--- config.mk ---
export PLATFORM = sky130hd
export DESIGN_NAME = iic_bus_arbiter
export DESIGN_NICKNAME = d
export VERILOG_FILES = /design/src/rtl/iic_arb_pkg.sv /design/src/rtl/iic_bus_arbiter.sv
export SDC_FILE = /design/constraint.sdc
export NUM_CORES = 1
export LEC_CHECK = 0
export CAP_MARGIN = 10
export CORE_UTILIZATION = 51
export CTS_BUF_LIST = sky130_fd_sc_hd__clkbuf_16
export DETAILED_ROUTE_END_ITERATION = 7
export PLACE_DENSITY = 0.81
export SYNTH_ARGS = -nofsm -noshare
export SYNTH_HDL_FRONTEND = slang
export SYNTH_SLANG_ARGS = --single-unit
--- constraint.sdc ---
create_clock -name clk -period 3.5 [get_ports clk]
set_clock_uncertainty 0.15 [all_clocks]
set_input_delay 1.05 -clock clk [delete_from_list [all_inputs] [get_ports clk]]
set_output_delay 1.05 -clock clk [all_outputs]
set_load 0.005 [all_outputs]
--- src/rtl/iic_arb_pkg.sv ---
// Shared types and constants for the two-client IIC write-master arbiter.
package iic_arb_pkg;

  localparam int unsigned NUM_CLI = 2;

  // Register-select bytes that oled_ctrl sends as the address byte.
  localparam logic [7:0] OLED_CMD_REG = 8'h00;
  localparam logic [7:0] OLED_DAT_REG = 8'h40;

  typedef enum logic [1:0] {
    StIdle,
    StGrant,
    StDrain
  } arb_state_e;

endpackage

--- src/rtl/iic_bus_arbiter.sv ---
// Round-robin owner of the shared IIC write master: grants whole transactions,
// drains the master between owners and flags owners that hold the bus too long.
module iic_bus_arbiter
  import iic_arb_pkg::*;
#(
  parameter int unsigned CLK_FRE  = 50,
  parameter int unsigned HOLD_MAX = CLK_FRE * 100000
) (
  input  logic                    clk,
  input  logic                    rst_n,
  input  logic [NUM_CLI-1:0]      cli_req,
  output logic [NUM_CLI-1:0]      cli_gnt,
  input  logic [NUM_CLI-1:0]      cli_send_en,
  input  logic [NUM_CLI-1:0][7:0] cli_send_addr,
  input  logic [NUM_CLI-1:0][7:0] cli_send_data,
  input  logic [NUM_CLI-1:0]      cli_brust_vaild,
  output logic [NUM_CLI-1:0]      cli_send_busy,
  output logic [NUM_CLI-1:0]      cli_brust_ready,
  output logic                    m_send_en,
  output logic                    m_brust_vaild,
  output logic [7:0]              m_send_addr,
  output logic [7:0]              m_send_data,
  input  logic                    m_send_busy,
  input  logic                    m_brust_ready,
  output logic                    err_hold,
  output logic                    owner
);

  arb_state_e  state_q, state_d;
  logic        owner_q, owner_d;
  logic        last_owner_q, last_owner_d;
  logic [31:0] hold_cnt_q, hold_cnt_d;
  logic        err_hold_q, err_hold_d;
  logic        other_req;

  assign other_req = cli_req[~owner_q];

  always_ff @(posedge clk or negedge rst_n) begin
    if (!rst_n) begin
      state_q      <= StIdle;
      owner_q      <= 1'b0;
      last_owner_q <= 1'b1;
      hold_cnt_q   <= '0;
      err_hold_q   <= 1'b0;
    end else begin
      state_q      <= state_d;
      owner_q      <= owner_d;
      last_owner_q <= last_owner_d;
      hold_cnt_q   <= hold_cnt_d;
      err_hold_q   <= err_hold_d;
    end
  end

  always_comb begin
    state_d      = state_q;
    owner_d      = owner_q;
    last_owner_d = last_owner_q;
    hold_cnt_d   = hold_cnt_q;
    err_hold_d   = 1'b0;
    unique case (state_q)
      StIdle: begin
        if (|cli_req) begin
          // Contention goes to whoever did not own the bus last.
          owner_d    = (&cli_req) ? ~last_owner_q : cli_req[1];
          hold_cnt_d = '0;
          state_d    = StGrant;
        end
      end
      StGrant: begin
        // Counter saturates at HOLD_MAX, so the error fires at most once per grant.
        if (other_req && (hold_cnt_q != HOLD_MAX)) begin
          hold_cnt_d = hold_cnt_q + 32'd1;
        end
        err_hold_d = (HOLD_MAX != 0) && (hold_cnt_d == HOLD_MAX) && (hold_cnt_q != HOLD_MAX);
        if (!cli_req[owner_q]) begin
          state_d = StDrain;
        end
      end
      StDrain: begin
        if (!m_send_busy) begin
          last_owner_d = owner_q;
          state_d      = StIdle;
        end
      end
      default: state_d = StIdle;
    endcase
  end

  // Outputs decode from registered state so an async reset drops them at once.
  always_comb begin
    cli_gnt         = '0;
    cli_send_busy   = '1;
    cli_brust_ready = '0;
    m_send_en       = 1'b0;
    m_brust_vaild   = 1'b0;
    m_send_addr     = '0;
    m_send_data     = '0;
    if (state_q == StGrant) begin
      cli_gnt[owner_q]         = 1'b1;
      cli_send_busy[owner_q]   = m_send_busy;
      cli_brust_ready[owner_q] = m_brust_ready;
      m_send_en                = cli_send_en[owner_q];
      m_brust_vaild            = cli_brust_vaild[owner_q];
      m_send_addr              = cli_send_addr[owner_q];
      m_send_data              = cli_send_data[owner_q];
    end
  end

  assign err_hold = err_hold_q;
  assign owner    = owner_q;

endmodule

After elaboration in Yosys (flattened, before gate mapping). Index checks and enable logic that the tools add are counted. Widths: inputs -> output; s select.

Divide/modulo/power cells: 0. $mul: 0. Bitwise logic cells: 6. Multiplexer cells: 31. Shifts and indexed selects: 0. Equality and inequality tests: 7. $lt $le $gt $ge: 3. Reductions and logical operators: 11. Add/subtract/negate cells: 1.

Operator list (number): $mux 32 (3); $pmux 32 s2 (1); $mux 8 (6); $add 32x1->32 const B (1); $eq 32x23->1 const B (1); $ne 32x23->1 const B (1); $mux 1 (13); $mux 2 (6); $reduce_and 2->1 (4); $ne 2x2->1 const B (3); $pmux 2 s3 (1); $lt 1x2->1 const B (2); $logic_and 1x1->1 (3); $not 1->1 (3); $reduce_and 3->1 (1); $and 2x2->2 (1); $eq 2x1->1 const B (1); $eq 2x2->1 const B (1); $logic_not 2->1 (1); $not 2->2 (1); $or 2x2->2 (1); $reduce_bool 2->1 (1); $reduce_or 2->1 (1); $demux 1 s1 (1); $ge 1x1->1 const B (1).

Logic and storage cells: 64. Bits in registers: 37. Output and inout bits: 26. Bits in read-only memories: 0. Latch bits: 0. Bits in writable memories: 0. Input bits: 42. Memories: 0.

Logic depth before layout (Yosys ltp). Gate-level depths: netlist of run 1.

Depth after elaboration: 9. Gate-level depth with buffers: 10.

Least setup slack after synthesis of run 1. Ideal clock, no wire load.

Kind: input -> register. Start: input cli_req[0]. End: register err_hold_q (netlist: err_hold). Setup time: 96 ps. Data arrival time: 2816 ps. Slack: 438 ps. Path buffers: 0. Data required time: 3254 ps. Stages on the path: 7. Path through: mux2i_4 -> nor4_4 -> nand3_1 -> xnor2_1 -> a2111o_1 -> or4_1 -> nor4_2.

Cells in the longest elaborated chain, start to end: 8.

Ends and longest elaborated chain: start, declared (line iic_bus_arbiter.sv:11) `input logic [NUM_CLI-1:0] cli_req,`; $mux 1 (not written as such) (2 in series) (line iic_bus_arbiter.sv:36) `assign other_req = cli_req[~owner_q];`; $logic_and 1x1->1 (line iic_bus_arbiter.sv:71) `if (other_req && (hold_cnt_q != HOLD_MAX)) begin`; $mux 32 (line iic_bus_arbiter.sv:71); $mux 32 (line iic_bus_arbiter.sv:60) `unique case (state_q)`; $eq 32x23->1 (line iic_bus_arbiter.sv:74) `err_hold_d = (HOLD_MAX != 0) && (hold_cnt_d == HOLD_MAX) && (hold_cnt_q != HOLD_MAX);`; $logic_and 1x1->1 (line iic_bus_arbiter.sv:74); $mux 1 (line iic_bus_arbiter.sv:60); net err_hold_d (line iic_bus_arbiter.sv:33) `logic err_hold_q, err_hold_d;`; end signal, assigned (line iic_bus_arbiter.sv:50) `err_hold_q <= err_hold_d;`; end, declared (line iic_bus_arbiter.sv:33).

The timed path passes the listed nets, and every way through them passes these cells. The select of a mux whose other input is x is not followed. A chain may end at the register's enable or synchronous reset.

Final worst setup path of run 1.
Start: input cli_send_data[13] (netlist bit). End: output m_send_data[5].

Cells in the longest elaborated chain, start to end: 3.

Ends and longest elaborated chain: start, declared (line iic_bus_arbiter.sv:15) `input logic [NUM_CLI-1:0][7:0] cli_send_data,`; $mux 8 (not written as such) (2 in series) (line iic_bus_arbiter.sv:105) `m_send_data = cli_send_data[owner_q];`; $mux 8 (line iic_bus_arbiter.sv:98) `if (state_q == StGrant) begin`; end, declared (line iic_bus_arbiter.sv:22) `output logic [7:0] m_send_data,`.

Every way passes these cells. The select of a mux whose other input is x is not followed.

==> flow_metrics.env, run 1 <==
export IMPL_post_synth_fa_ha_maj_area_fraction_pct=0.846
export IMPL_synth_edff_count=0
export IMPL_setup_viol=0
export IMPL_yosysUniqueCellTypes=52
export IMPL_cts_inserted_buffers=5
export IMPL_dr_pass1_iters=5
export IMPL_async_flop_share_pct=100
export IMPL_critPathKind="input port to output port"
export IMPL_clk_latency_ps=280
export IMPL_die_w_um=78.1
export IMPL_leakage_nw=1.63
export IMPL_synth_top_family_by_area="simple AND/OR/NAND/NOR gates"
export IMPL_clkSinkCount=37
export IMPL_rows=27
export IMPL_drive_gt1_share_pct=11.2
export IMPL_antenna_found_initial=0
export IMPL_ant_nets=0
export IMPL_cts_tree="built"
export IMPL_htreeDepth=2
export IMPL_grt_use_total_pct=31.2
export IMPL_worstPathMaxFanout=1
export IMPL_core_um2=5540
export IMPL_synth_compound_gate_area_share_pct=17.7
export IMPL_clk_pin_slew_ps=50
export IMPL_max_cap_violations=0
export IMPL_routedWlPerCell_um=17.2
export IMPL_portBuffers=67
export IMPL_layout_commonest_cell="clkdlybuf4s50_1"
export IMPL_syn_area_per_cell_um2=7.88
export IMPL_gp_congestion=0.956
export IMPL_grt_pass1_vias=3113
export IMPL_timing_hold_ws_ps=385
export IMPL_io_pin_count=68
export IMPL_drt_iter0_drc=346
export IMPL_critical_path_endpoint_type="output port"
export IMPL_fin_util_pct=70.8
export IMPL_die_area_um2=6110
export IMPL_cpMaxStageDelayCell="clkdlybuf4s50_1"
export IMPL_cts_buffer_depth=2
export IMPL_cpLargestDelayFamily="buffers and inverters"
export IMPL_dp_cells=511
export IMPL_start_util_pct=53.4
export IMPL_worst_pin_slew_ps=846
export IMPL_slew_viol_final=0
export IMPL_synth_fp_nets=419
export IMPL_viasPerCell=6.14
export IMPL_area_delta_synth_final_pct=32.8
export IMPL_grt_pass1_wl_um=14900
export IMPL_outcome="complete, no violations"
export IMPL_cp_num_buf_inv=2
export IMPL_syn_area_um2=2960
export IMPL_synth_mux_area_share_pct=8.38
export IMPL_hold_viol=0
export IMPL_hold_buffers=0
export IMPL_min_period_over_period_pct=98.7
export IMPL_final_cell_mix="clkdlybuf4s50_1, nand2_1, o21ai_0"
export IMPL_crit_chain="clkdlybuf4s50_1 -> mux2i_1 -> nor2_1 -> clkdlybuf4s50_1"
export IMPL_arrival_ps=2250
export IMPL_synth_xor_area_share_pct=4.74
export IMPL_grt_max_degree=38
export IMPL_drcViolationCount=0
export IMPL_synthSimpleGateAreaFrac_pct=31.4
export IMPL_hold_class="flip-flop to flip-flop"
export IMPL_n_antenna_cell=0
export IMPL_synth_warnings=0
export IMPL_vias=3178
export IMPL_crit_top_cell="clkdlybuf4s50_1"
export IMPL_overflow=0
export IMPL_die_h_um=78.1
export IMPL_max_freq_ghz=0.289
export IMPL_ys_seq_area_share_pct=31.4
export IMPL_tns_ps=0
export IMPL_clockRootBuffer="clkbuf_16"
export IMPL_slew_headroom_pct=43.6
export IMPL_dp_hpwl_um=6510
export IMPL_required_ps=2300
export IMPL_rsz0062_at_grt="false"
export IMPL_syn_instance_count=375
export IMPL_critPathMaxStageDelay_ps=530
export IMPL_fin_cells=518
export IMPL_period_needed_ps=3450
export IMPL_synth_seq_cells=37
export IMPL_ir_drop_v=0.000326
export IMPL_power_density_nw_per_um2=497
export IMPL_synth_flop_cell="dfrtp_1"
export IMPL_critPathLaunchType="input port"
export IMPL_nNetsFinal=490
export IMPL_wirelength_um=8890
==> synthesized netlist by cell type (3+ instances only) <==
| cell | instances | area [µm²] |
|---|---|---|
| nand4_1 | 14 | 87.6 |
| nand3_1 | 18 | 90.1 |
| dfrtp_1 | 36 | 901 |
| inv_1 | 7 | 26.3 |
| a21oi_1 | 11 | 55.1 |
| a21o_1 | 3 | 22.5 |
| a22o_1 | 3 | 26.3 |
| mux2_2 | 4 | 45.0 |
| mux2i_1 | 18 | 180 |
| o31ai_1 | 12 | 90.1 |
| and4_1 | 4 | 35.0 |
| nand2b_1 | 3 | 18.8 |
| nand2_1 | 40 | 150 |
| a31oi_1 | 8 | 50.1 |
| xnor2_1 | 10 | 87.6 |
| or3_1 | 6 | 37.5 |
| buf_2 | 8 | 40.0 |
| and3_1 | 8 | 50.1 |
| o41ai_1 | 3 | 26.3 |
| xor2_1 | 6 | 52.6 |
| nor4_1 | 3 | 18.8 |
| o21ai_0 | 39 | 195 |
| clkbuf_1 | 18 | 67.6 |
| nor3_1 | 17 | 85.1 |
| nor2_1 | 38 | 143 |
| nor4b_1 | 4 | 35.0 |
==> kinds of logic after synthesis <==
kind of cell / after synthesis
multiplexers: 23
adder cells (fa/ha/maj): 2
flip-flops: 37
AND/OR/NAND/NOR: 173
XOR/XNOR: 16
AO/OA/AOI/OAI: 86
buffers and inverters: 38
==> cell type report <==
cell class / instances / area [µm²]
clock buffer: 5 / 125
clock inverter: 2 / 7.51
fill: 451 / 1620
inverter: 7 / 26.3
multi-input combinational: 300 / 1870
sequential: 37 / 927
tap: 72 / 90.1
timing repair buffer: 95 / 877
==> power by group <==
group	switching, mW	internal (mW)
combinational	0.546	0.485
clock	0.162	0.254
sequential	0.0380	0.464
==> sequential cells by signal, indices dropped and copies added, names as in the netlist <==
register,count
hold_cnt_q,32
state_q,2
owner,1
err_hold,1
last_owner_q,1
==> stage by stage <==
step | area (µm²) | power (mW) | worst slack (ps)
2_1_floorplan | 2960 | 1.10 | 438
3_5_place_dp | 3790 | 1.54 | -131
6_report | 3930 | 1.95 | 45.3
4_1_cts | 3920 | 1.96 | 50.2
5_1_grt | 3930 | 2.08 | 10.7
3_3_place_gp | 3790 | 1.52 | -116
==> final timing paths <==
kind	to	cells past startpoint	startpoint	slack [ps]
worst max-delay path	m_send_data[5]	4	cli_send_data[13]	50
worst min-delay path	hold_cnt_q[31]$_DFFE_PN0P_	1	hold_cnt_q[31]$_DFFE_PN0P_	380
worst max register to register	err_hold$_DFF_PN0_	7	hold_cnt_q[3]$_DFFE_PN0P_	650
worst min register to register	hold_cnt_q[31]$_DFFE_PN0P_	1	hold_cnt_q[31]$_DFFE_PN0P_	380
max in group asynchronous	hold_cnt_q[22]$_DFFE_PN0P_	1	rst_n	1940
min in group asynchronous	hold_cnt_q[4]$_DFFE_PN0P_	1	rst_n	730
==> metal layers <==
| metal | global-route usage, % | routed length [µm] | vias up |
|---|---|---|---|
| met5 | 0 | 0 | - |
| met4 | 14.8 | 306 | 0 |
| met3 | 6.16 | 664 | 32 |
| met2 | 50.2 | 4150 | 176 |
| met1 | 40.0 | 3760 | 1467 |
| li1 | - | - | 1503 |
==> timing repair <==
| item | 4_1_cts | 5_1_grt |
|---|---|---|
| buffers inserted | 0 | 0 |
| setup endpoints to repair | 1 | 2 |
| gates resized for setup | 1 | 2 |
| pin swaps | 0 | 0 |
No activity file was read; power rests on OpenSTA's default activity.
==> run 2, diff against run 1 <==
--- a/config.mk
+++ b/config.mk
@@ -8,6 +8,7 @@
 export CAP_MARGIN = 10
 export CORE_UTILIZATION = 51
 export CTS_BUF_LIST = sky130_fd_sc_hd__clkbuf_16
+export CTS_CLUSTER_SIZE = 25
 export DETAILED_ROUTE_END_ITERATION = 7
 export PLACE_DENSITY = 0.81
 export SYNTH_ARGS = -nofsm -noshare
==> results of run 2 <==
Same layout as run 1: the final DEF is identical, and so are final timing and power.
